File: src/rtl/dcache_pkg.sv
// Shared state encodings and byte-lane helpers for the write-through data cache.
package dcache_pkg;

  typedef logic [1:0] state_t;

  localparam state_t S_IDLE  = 2'd0;
  localparam state_t S_RFILL = 2'd1;
  localparam state_t S_WTHRU = 2'd2;

  function automatic logic [3:0] size_to_strb(input logic [1:0] offset, input logic sw,
                                              input logic sh, input logic sb);
    logic [3:0] strb;
    strb = 4'b0000;
    if (sw)      strb = 4'b1111;
    else if (sh) strb = offset[1] ? 4'b1100 : 4'b0011;
    else if (sb) strb = 4'b0001 << offset;
    return strb;
  endfunction

  // Store data replicated into every lane it could land in; the strobe picks the live ones.
  function automatic logic [31:0] store_lanes(input logic [31:0] wdata, input logic sw,
                                              input logic sh, input logic sb);
    logic [31:0] lanes;
    lanes = wdata;
    if (sb)      lanes = {4{wdata[7:0]}};
    else if (sh) lanes = {2{wdata[15:0]}};
    else if (sw) lanes = wdata;
    return lanes;
  endfunction

  function automatic logic [31:0] load_extract(input logic [31:0] word, input logic [1:0] offset,
                                               input logic lw, input logic lh, input logic lb);
    logic [7:0]  b;
    logic [15:0] h;
    logic [31:0] res;
    b   = word[{offset, 3'b000} +: 8];
    h   = offset[1] ? word[31:16] : word[15:0];
    res = '0;
    if (lw)      res = word;
    else if (lh) res = {{16{h[15]}}, h};
    else if (lb) res = {{24{b[7]}}, b};
    return res;
  endfunction

endpackage

File: src/rtl/dcache_array.sv
// Valid/tag/data storage for the direct-mapped cache: async read, strobed sync write.
module dcache_array
  import dcache_pkg::*;
#(
  parameter int SETS    = 64,
  parameter int INDEX_W = $clog2(SETS),
  parameter int TAG_W   = 24,
  parameter int WIDTH   = 32
) (
  input  logic               clk,
  input  logic               rst,
  input  logic [INDEX_W-1:0] rd_index,
  output logic               rd_valid,
  output logic [TAG_W-1:0]   rd_tag,
  output logic [WIDTH-1:0]   rd_data,
  input  logic               wr_en,
  input  logic [INDEX_W-1:0] wr_index,
  input  logic [TAG_W-1:0]   wr_tag,
  input  logic [WIDTH-1:0]   wr_data,
  input  logic [3:0]         wr_strb
);

  logic [SETS-1:0]  valid_q;
  logic [TAG_W-1:0] tag_q  [SETS];
  logic [WIDTH-1:0] data_q [SETS];

  assign rd_valid = valid_q[rd_index];
  assign rd_tag   = tag_q[rd_index];
  assign rd_data  = data_q[rd_index];

  always_ff @(posedge clk or posedge rst) begin
    if (rst) valid_q <= '0;
    else if (wr_en) valid_q[wr_index] <= 1'b1;
  end

  // Tag and data need no reset: nothing reads them while the valid bit is clear.
  always_ff @(posedge clk) begin
    if (wr_en) begin
      tag_q[wr_index] <= wr_tag;
      for (int b = 0; b < 4; b++) begin
        if (wr_strb[b]) data_q[wr_index][8*b +: 8] <= wr_data[8*b +: 8];
      end
    end
  end

endmodule

File: src/rtl/dcache_wt.sv
// Direct-mapped write-through, no-write-allocate data cache in front of a slow data memory.
// state   | meaning
// IDLE    | accepting requests; load hits return combinationally
// RFILL   | load miss outstanding, waiting for mem_ready to fill the line
// WTHRU   | store outstanding, waiting for mem_ready; merge into line on hit
module dcache_wt
  import dcache_pkg::*;
#(
  parameter int WIDTH   = 32,
  parameter int SETS    = 64,
  parameter int INDEX_W = $clog2(SETS)
) (
  input  logic             clk,
  input  logic             rst,
  input  logic             lw_M,
  input  logic             lh_M,
  input  logic             lb_M,
  input  logic             sw_M,
  input  logic             sh_M,
  input  logic             sb_M,
  input  logic [WIDTH-1:0] addr_M,
  input  logic [WIDTH-1:0] wdata_M,
  output logic [WIDTH-1:0] rdata_M,
  output logic             stall_M,
  output logic             mem_req,
  output logic             mem_we,
  output logic [WIDTH-1:0] mem_addr,
  output logic [WIDTH-1:0] mem_wdata,
  output logic [3:0]       mem_wstrb,
  input  logic             mem_ready,
  input  logic [WIDTH-1:0] mem_rdata
);

  localparam int TAG_W = WIDTH - INDEX_W - 2;

  state_t             state_q;
  logic [INDEX_W-1:0] index;
  logic [TAG_W-1:0]   tag;
  logic               rd_valid;
  logic [TAG_W-1:0]   rd_tag;
  logic [WIDTH-1:0]   rd_data;
  logic               hit;
  logic               load_req;
  logic               store_req;
  logic               fill;
  logic               merge;
  logic               wr_en;
  logic [WIDTH-1:0]   wr_data;
  logic [3:0]         wr_strb;

  assign index     = addr_M[INDEX_W+1:2];
  assign tag       = addr_M[WIDTH-1:INDEX_W+2];
  assign hit       = rd_valid && (rd_tag == tag);
  assign load_req  = lw_M | lh_M | lb_M;
  assign store_req = sw_M | sh_M | sb_M;

  // addr_M is held while stalled, so the array read still reflects the outstanding line.
  assign fill    = (state_q == S_RFILL) && mem_ready;
  assign merge   = (state_q == S_WTHRU) && mem_ready && hit;
  assign wr_en   = fill | merge;
  assign wr_data = fill ? mem_rdata : mem_wdata;
  assign wr_strb = fill ? 4'b1111 : mem_wstrb;

  dcache_array #(
    .SETS    (SETS),
    .INDEX_W (INDEX_W),
    .TAG_W   (TAG_W),
    .WIDTH   (WIDTH)
  ) u_array (
    .clk      (clk),
    .rst      (rst),
    .rd_index (index),
    .rd_valid (rd_valid),
    .rd_tag   (rd_tag),
    .rd_data  (rd_data),
    .wr_en    (wr_en),
    .wr_index (mem_addr[INDEX_W+1:2]),
    .wr_tag   (mem_addr[WIDTH-1:INDEX_W+2]),
    .wr_data  (wr_data),
    .wr_strb  (wr_strb)
  );

  always_comb begin
    stall_M = 1'b0;
    rdata_M = '0;
    if (!rst) begin
      case (state_q)
        S_IDLE: begin
          if (store_req) begin
            stall_M = 1'b1;
          end else if (load_req) begin
            stall_M = !hit;
            if (hit) rdata_M = load_extract(rd_data, addr_M[1:0], lw_M, lh_M, lb_M);
          end
        end
        default: stall_M = 1'b1;
      endcase
    end
  end

  always_ff @(posedge clk or posedge rst) begin
    if (rst) begin
      state_q   <= S_IDLE;
      mem_req   <= 1'b0;
      mem_we    <= 1'b0;
      mem_addr  <= '0;
      mem_wdata <= '0;
      mem_wstrb <= '0;
    end else begin
      case (state_q)
        S_IDLE: begin
          if (store_req) begin
            state_q   <= S_WTHRU;
            mem_req   <= 1'b1;
            mem_we    <= 1'b1;
            mem_addr  <= {addr_M[WIDTH-1:2], 2'b00};
            mem_wdata <= store_lanes(wdata_M, sw_M, sh_M, sb_M);
            mem_wstrb <= size_to_strb(addr_M[1:0], sw_M, sh_M, sb_M);
          end else if (load_req && !hit) begin
            state_q   <= S_RFILL;
            mem_req   <= 1'b1;
            mem_we    <= 1'b0;
            mem_addr  <= {addr_M[WIDTH-1:2], 2'b00};
            mem_wstrb <= 4'b0000;
          end
        end
        S_RFILL, S_WTHRU: begin
          if (mem_ready) begin
            state_q <= S_IDLE;
            mem_req <= 1'b0;
            mem_we  <= 1'b0;
          end
        end
        default: begin
          state_q <= S_IDLE;
          mem_req <= 1'b0;
        end
      endcase
    end
  end

endmodule

File: config.mk
export PLATFORM = sky130hd
export DESIGN_NAME = dcache_wt
export DESIGN_NICKNAME = d
export VERILOG_FILES = /design/src/rtl/dcache_pkg.sv /design/src/rtl/dcache_array.sv /design/src/rtl/dcache_wt.sv
export SDC_FILE = /design/constraint.sdc
export NUM_CORES = 2
export LEC_CHECK = 0
export BUFFER_PORTS_ARGS = -buffer_cell sky130_fd_sc_hd__buf_2
export CAP_MARGIN = 20
export CELL_PAD_IN_SITES_DETAIL_PLACEMENT = 0
export CELL_PAD_IN_SITES_GLOBAL_PLACEMENT = 1
export CORE_ASPECT_RATIO = 2
export CORE_UTILIZATION = 40
export DETAILED_ROUTE_END_ITERATION = 10
export PLACE_DENSITY_LB_ADDON = 0.1
export RECOVER_POWER = 25
export SLEW_MARGIN = 20
export SYNTH_ARGS = -nofsm -noshare
export SYNTH_HDL_FRONTEND = slang
export SYNTH_SLANG_ARGS = --single-unit
File: constraint.sdc
create_clock -name clk -period 12.5 [get_ports clk]
set_clock_uncertainty 0.15 [all_clocks]
set_input_delay 2.5 -clock clk [delete_from_list [all_inputs] [get_ports clk]]
set_output_delay 2.5 -clock clk [all_outputs]
set_load 0.1 [all_outputs]
-- Word-level counts from Yosys, hierarchy flattened
Memory sizes are Yosys's and may differ from the RTL's.
Index checks and enable logic that the tools add are counted.
- bits in registers: 136
- memory bits (writable): 3584
- input bits: 105
- word-level logic and storage cells: 94
- memories kept: 2
- order comparisons: 3
- equality and inequality tests: 5
- shift-type cells: 2
- mux-type cells: 54
- bitwise gates (word level): 6
- reduce and logical (&&, ||, !) cells: 15
- memories (name ; depth ; bits a word ; read ports ; clocked after Yosys merged registers in ; wr ports ; RTL line ; text):
    u_array.data_q ; 64 ; 32 ; 1 ; 0 ; 1 ; dcache_array.sv:25 ; logic [WIDTH-1:0] data_q [SETS];
    u_array.tag_q ; 64 ; 24 ; 1 ; 0 ; 1 ; dcache_array.sv:24 ; logic [TAG_W-1:0] tag_q [SETS];
- operator list (cell ; count):
    32-bit two-way mux ; 13
    64-bit bitwise OR ; 1
    32-bit by 6-bit variable part select with 8-bit output ; 1
    4-bit two-way mux ; 7
    1-bit two-way mux ; 25
    24-bit equality test ; 1
    16-bit two-way mux ; 1
    6-bit by 7-bit less-than comparator with 1-bit output, second input constant ; 2
    1-bit binary-select mux with 6-bit select ; 1
    1-bit demux with 6-bit select ; 1
    6-bit by 1-bit greater-or-equal comparator with 1-bit output, second input constant ; 1
    1-bit logical AND ; 6
    2-bit two-way mux ; 3
    2-bit AND reduction ; 3
    1-bit bitwise OR ; 5
    1-bit one-hot mux with 2 select lines ; 2
    2-bit one-hot mux with 2 select lines ; 1
    2-bit nonzero test ; 2
    1-bit by 2-bit left shift with 4-bit output, first input constant ; 1
    3-bit inequality test, second input constant ; 1
    3-bit AND reduction ; 1
    2-bit by 1-bit equality test with 1-bit output, second input constant ; 1
    2-bit equality test, second input constant ; 1
    2-bit logical NOT ; 1
    3 further kinds ; 3

-- Depth between registers and ports, before layout
An unclocked memory read counts as a cell.
- depth after elaboration: 10
- depth in mapped cells: 19

-- Modules after synthesis
A second synthesis with hierarchy kept.
- cell total of the unflattened synthesis: 6612
- area total of the unflattened synthesis: 144071.9 um^2
- by module, submodules not included (module ; times used ; cells an instance ; area each (um^2) ; seq. area each (um^2)):
    dcache_array ; 1 ; 6137 ; 139428.7 ; 109224.8
    dcache_wt ; 1 ; 475 ; 4643.2 ; 1751.7

-- Worst setup path after synthesis
OpenSTA, ideal clock, no wires.
- path type: input-to-output
- start: input addr_M[2]
- end: output rdata_M[12]
- arrival time: 7792 ps
- data required time: 9850 ps
- slack: 2058 ps
- stages: 15
- cells stage by stage: buf_6 > buf_4 > buf_6 > buf_2 > mux2i_1 > a22oi_1 > nand3_1 > nand4_1 > or3_1 > a2111oi_2 > nand4b_1 > a2111oi_4 > nand3_2 > buf_2 > a221oi_1
- word-level cells in the longest chain between the ends: 10
- elaborated cells on any way between the ends: 16
- those cells by class: 1 x eq/ne; 1 x shift; 11 x mux; 1 x reduce/logical; 2 x memory
- ends and longest elaborated chain (element ; RTL line ; text):
    from (decl) ; dcache_wt.sv:21 ; input logic [WIDTH-1:0] addr_M,
    memory read 64 x 32 bit ; - ;
    32-bit by 6-bit variable part select with 8-bit output ; dcache_pkg.sv:36 ; b = word[{offset, 3'b000} +: 8];
    32-bit two-way mux ; dcache_pkg.sv:41 ; else if (lb) res = {{24{b[7]}}, b};
    32-bit two-way mux ; dcache_pkg.sv:40 ; else if (lh) res = {{16{h[15]}}, h};
    32-bit two-way mux ; dcache_pkg.sv:39 ; if (lw) res = word;
    32-bit two-way mux (*) ; dcache_wt.sv:93 ; if (hit) rdata_M = load_extract(rd_data, addr_M[1:0], lw_M, lh_M, lb_M);
    32-bit two-way mux (*) ; dcache_wt.sv:91 ; end else if (load_req) begin
    32-bit two-way mux (*) ; dcache_wt.sv:89 ; if (store_req) begin
    32-bit two-way mux (*) ; dcache_wt.sv:87 ; case (state_q)
    32-bit two-way mux (*) ; dcache_wt.sv:86 ; if (!rst) begin
    to (decl) ; dcache_wt.sv:23 ; output logic [WIDTH-1:0] rdata_M,
Mark *: on every way between the ends. The rest lies on a longest branch, timed or not. The select of a mux whose other input is x is not followed.

-- Worst setup path in the final report
- start: input addr_M[3]
- end: output rdata_M[28]
Same word-level chain as after synthesis.

==> flow_metrics.py <==
metrics = {
    "setup_path": {
        "critPathKind": "input pin to output pin",
        "path_cells": "buf_8 -> buf_12 -> mux4_2 -> mux2i_1 -> o22ai_1 -> nor4_1 -> a31oi_1 -> xor2_1 -> or4b_1 -> a2111oi_4 -> buf_4 -> nand4_2 -> a21oi_1 -> buf_2",
        "regToRegSetupSlack_ps": 5510,
        "start_kind": "input pin",
        "arrival_ps": 8350,
        "end_kind": "output pin",
        "cp_max_fo": 89,
        "slowest_delay_ps": 760,
        "critPathRequiredTime_ps": 9850,
        "cp_slowest_cell": "nor4_1",
    },
    "die": {
        "rows": 314,
        "start_util_pct": 40.18,
        "die_w_um": 430.2,
        "die_h_um": 858.3,
        "die_area_um2": 369200,
        "ioPinCount": 208,
        "coreArea_um2": 365000,
    },
    "global_routing": {
        "overflow": 0,
        "antenna_found_initial": 7,
        "track_usage_pct": 25.28,
        "grt_pass1_wl_um": 645100,
        "grt_max_degree": 108,
        "grt_pass1_vias": 77053,
    },
    "placement": {
        "hpwl_um": 302900,
        "gp_congestion": 0.8533,
        "port_buffers": 205,
        "place_area_um2": 154500,
    },
    "worst_hold_path": {
        "hp-class": "flop to flop",
    },
    "clock_tree": {
        "postCtsSetupRepairBufs": 0,
        "cts_tree": "yes",
        "ctsResizeCount": 0,
        "clockRootBuffer": "clkbuf_16",
        "clk_pin_slew_ps": 60,
        "cts.hold.buffers_added": 0,
        "cts.sinks": 3718,
        "cts_max_level": 5,
        "clock_latency_ps": 960,
        "cts_buffers": 342,
        "cts_buffer_depth": 4,
    },
    "synth": {
        "syn_area_per_cell_um2": 20.88,
        "synth_top_cell_area_share_pct": 73.38,
        "async_flop_share_pct": 3.604,
        "synth_edf_count": 3584,
        "ys_seq_elements": 3718,
        "synth_top_cell_by_area": "edfxtp_1",
        "synth-main-ff-cell": "edfxtp_1",
        "synth_common_cells": "edfxtp_1 (3584), mux4_2 (912), nor2_1 (374)",
        "synth.distinct_cells": 89,
        "synth.area.top_cells": "edfxtp_1 (73%), mux4_2 (14%), mux2i_1 (2.5%)",
        "yosysMostFrequentCell": "edfxtp_1",
        "seq_area_frac_synth_pct": 75.67,
        "syn_area_um2": 146700,
        "synthCells": 7025,
        "yosysWarnings": 0,
    },
    "timing": {
        "worstMarginPinSlew_ps": 4384,
        "final-hold-violation-count": 0,
        "setup_viol": 0,
        "fmax_mhz": 90.89,
        "rsz0062_at_grt": "false",
        "tns_ps": 0,
        "finalCriticalPeriod_ps": 11000,
        "slew_headroom_pct": -193.9,
        "slew_violations": 2756,
        "layout_worst_path_cycle_share_pct": 88.02,
    },
    "detailed_routing": {
        "vias": 72963,
        "wl_met2_um": 264900,
        "detail-route-antenna-nets": 0,
        "drcViolationCount": 0,
        "highest_layer": "met4",
        "first_pass_iters": 5,
        "drtIter0Drc": 6334,
        "drt-vias-per-instance": 5.861,
        "routed_wl_um": 468500,
        "met1_length_um": 163500,
        "post_drt_wl_per_cell_um": 37.64,
        "met3_length_um": 19500,
    },
    "power": {
        "ir_worst_vdd_mv": 0.3024,
        "powerDensity_nw_per_um2": 196.8,
        "p_leak_nw": 52.43,
    },
    "finish": {
        "drive_gt1_share_pct": 26.30,
        "area_growth_pct": 12.87,
        "fin_area_um2": 165500,
        "post-route-util_pct": 45.35,
        "num-nets-final": 7532,
    },
    "status": {
        "violations": "capacitance limit, slew limit",
        "status": "complete, but fails checks",
    },
    "run": {
        "cap_violations": 47,
    },
}
==> sequential cells by signal, summed over array words and instances (netlist names) <==
register	count
mem_req	1
mem_wdata	32
u_array.valid_q	64
mem_wstrb	4
u_array.tag_q	1536
state_q	2
mem_addr	30
mem_we	1
u_array.data_q	2048
==> area by class of cell <==
type	instances	area (um^2)
clock inverter	184	1901
antenna	7	17.52
fill	30803	199500
multi-input combinational	2823	33890
inverter	62	244.0
tap	4740	5931
clock buffer	437	9310
sequential	3718	111000
timing repair buffer	477	3242
==> through the flow <==
step           power [mW]  instances  hold WS (ps)  worst slack [ps]
2_1_floorplan       19.33       7026         287.7              2058
3_3_place_gp        21.85      11817         303.0              1733
3_5_place_dp        22.04      11820         308.0              1637
4_1_cts             32.75      12441         323.6              1618
5_1_grt             33.51      12444         340.5              1449
6_report            32.58      12448         319.4              1498
==> logic make-up after synthesis <==
group	Yosys count	share of synthesized area [%]
xor gates and xnor gates	21	0.1254
AOI/OAI and AO/OA	576	2.774
muxes	1342	16.99
adders and majority gates	3	0.02560
DFF	3718	75.67
other	1	0.002557
buffers and inverters	485	1.673
and+or+nand+nor	879	2.739
==> placed cells by master (no fill, tap or decap), types with 28 or more instances in the layout <==
cell type  netlist  final
a22oi_1        119    119
o21bai_1        66     66
mux4_2         912    912
o22ai_1         64     63
nor2_1         374    325
a21oi_1        111    111
buf_2          157    196
clkbuf_1       140    115
bufinv_16        0     36
mux2i_1        371    370
o311ai_0        30     28
clkbuf_16        0    354
clkinv_2         0     58
nand2_1        210    210
inv_1           60     58
o21ai_0         49     49
nand4_1         49     49
edfxtp_1      3584   3584
dfrtp_1        134    120
nor2_4           0     47
clkinv_1         0     64
buf_4           47    206
nand3_1         83     82
mux2_2          59     59
nor2b_1         32     28
==> metal layers <==
layer  vias to the layer above  track usage [%]
li1                      29986                -
met1                     40122            27.97
met4                         0            10.00
met3                       666            2.857
met5                         -                0
met2                      2189            48.71
==> final timing paths <==
check,from,to,depth (start not counted)
max,addr_M[3],rdata_M[28],14
min,u_array.valid_q[13],u_array.valid_q[13],1
max reg2reg,u_array.tag_q[60][10],u_array.tag_q[21][3],13
min reg2reg,u_array.valid_q[13],u_array.valid_q[13],1
max in group asynchronous,rst,mem_addr[27],3
min in group asynchronous,rst,mem_wdata[21],2
==> critical path: cells and delay by family <==
family                    cells  cell delay (ps)
AOI/OAI and AO/OA             4              950
muxes                         2              970
and+or+nand+nor               3             1760
xor gates and xnor gates      1              240
buffers and inverters         4             1730
==> where the power goes <==
part           leakage [nW]  switching (mW)  internal [mW]
combinational          13.0            4.56          0.948
clock                  5.48            4.74           6.03
sequential             33.9           0.280           16.0
total                  52.4            9.58           23.0
(Power assumes the default switching activity.)
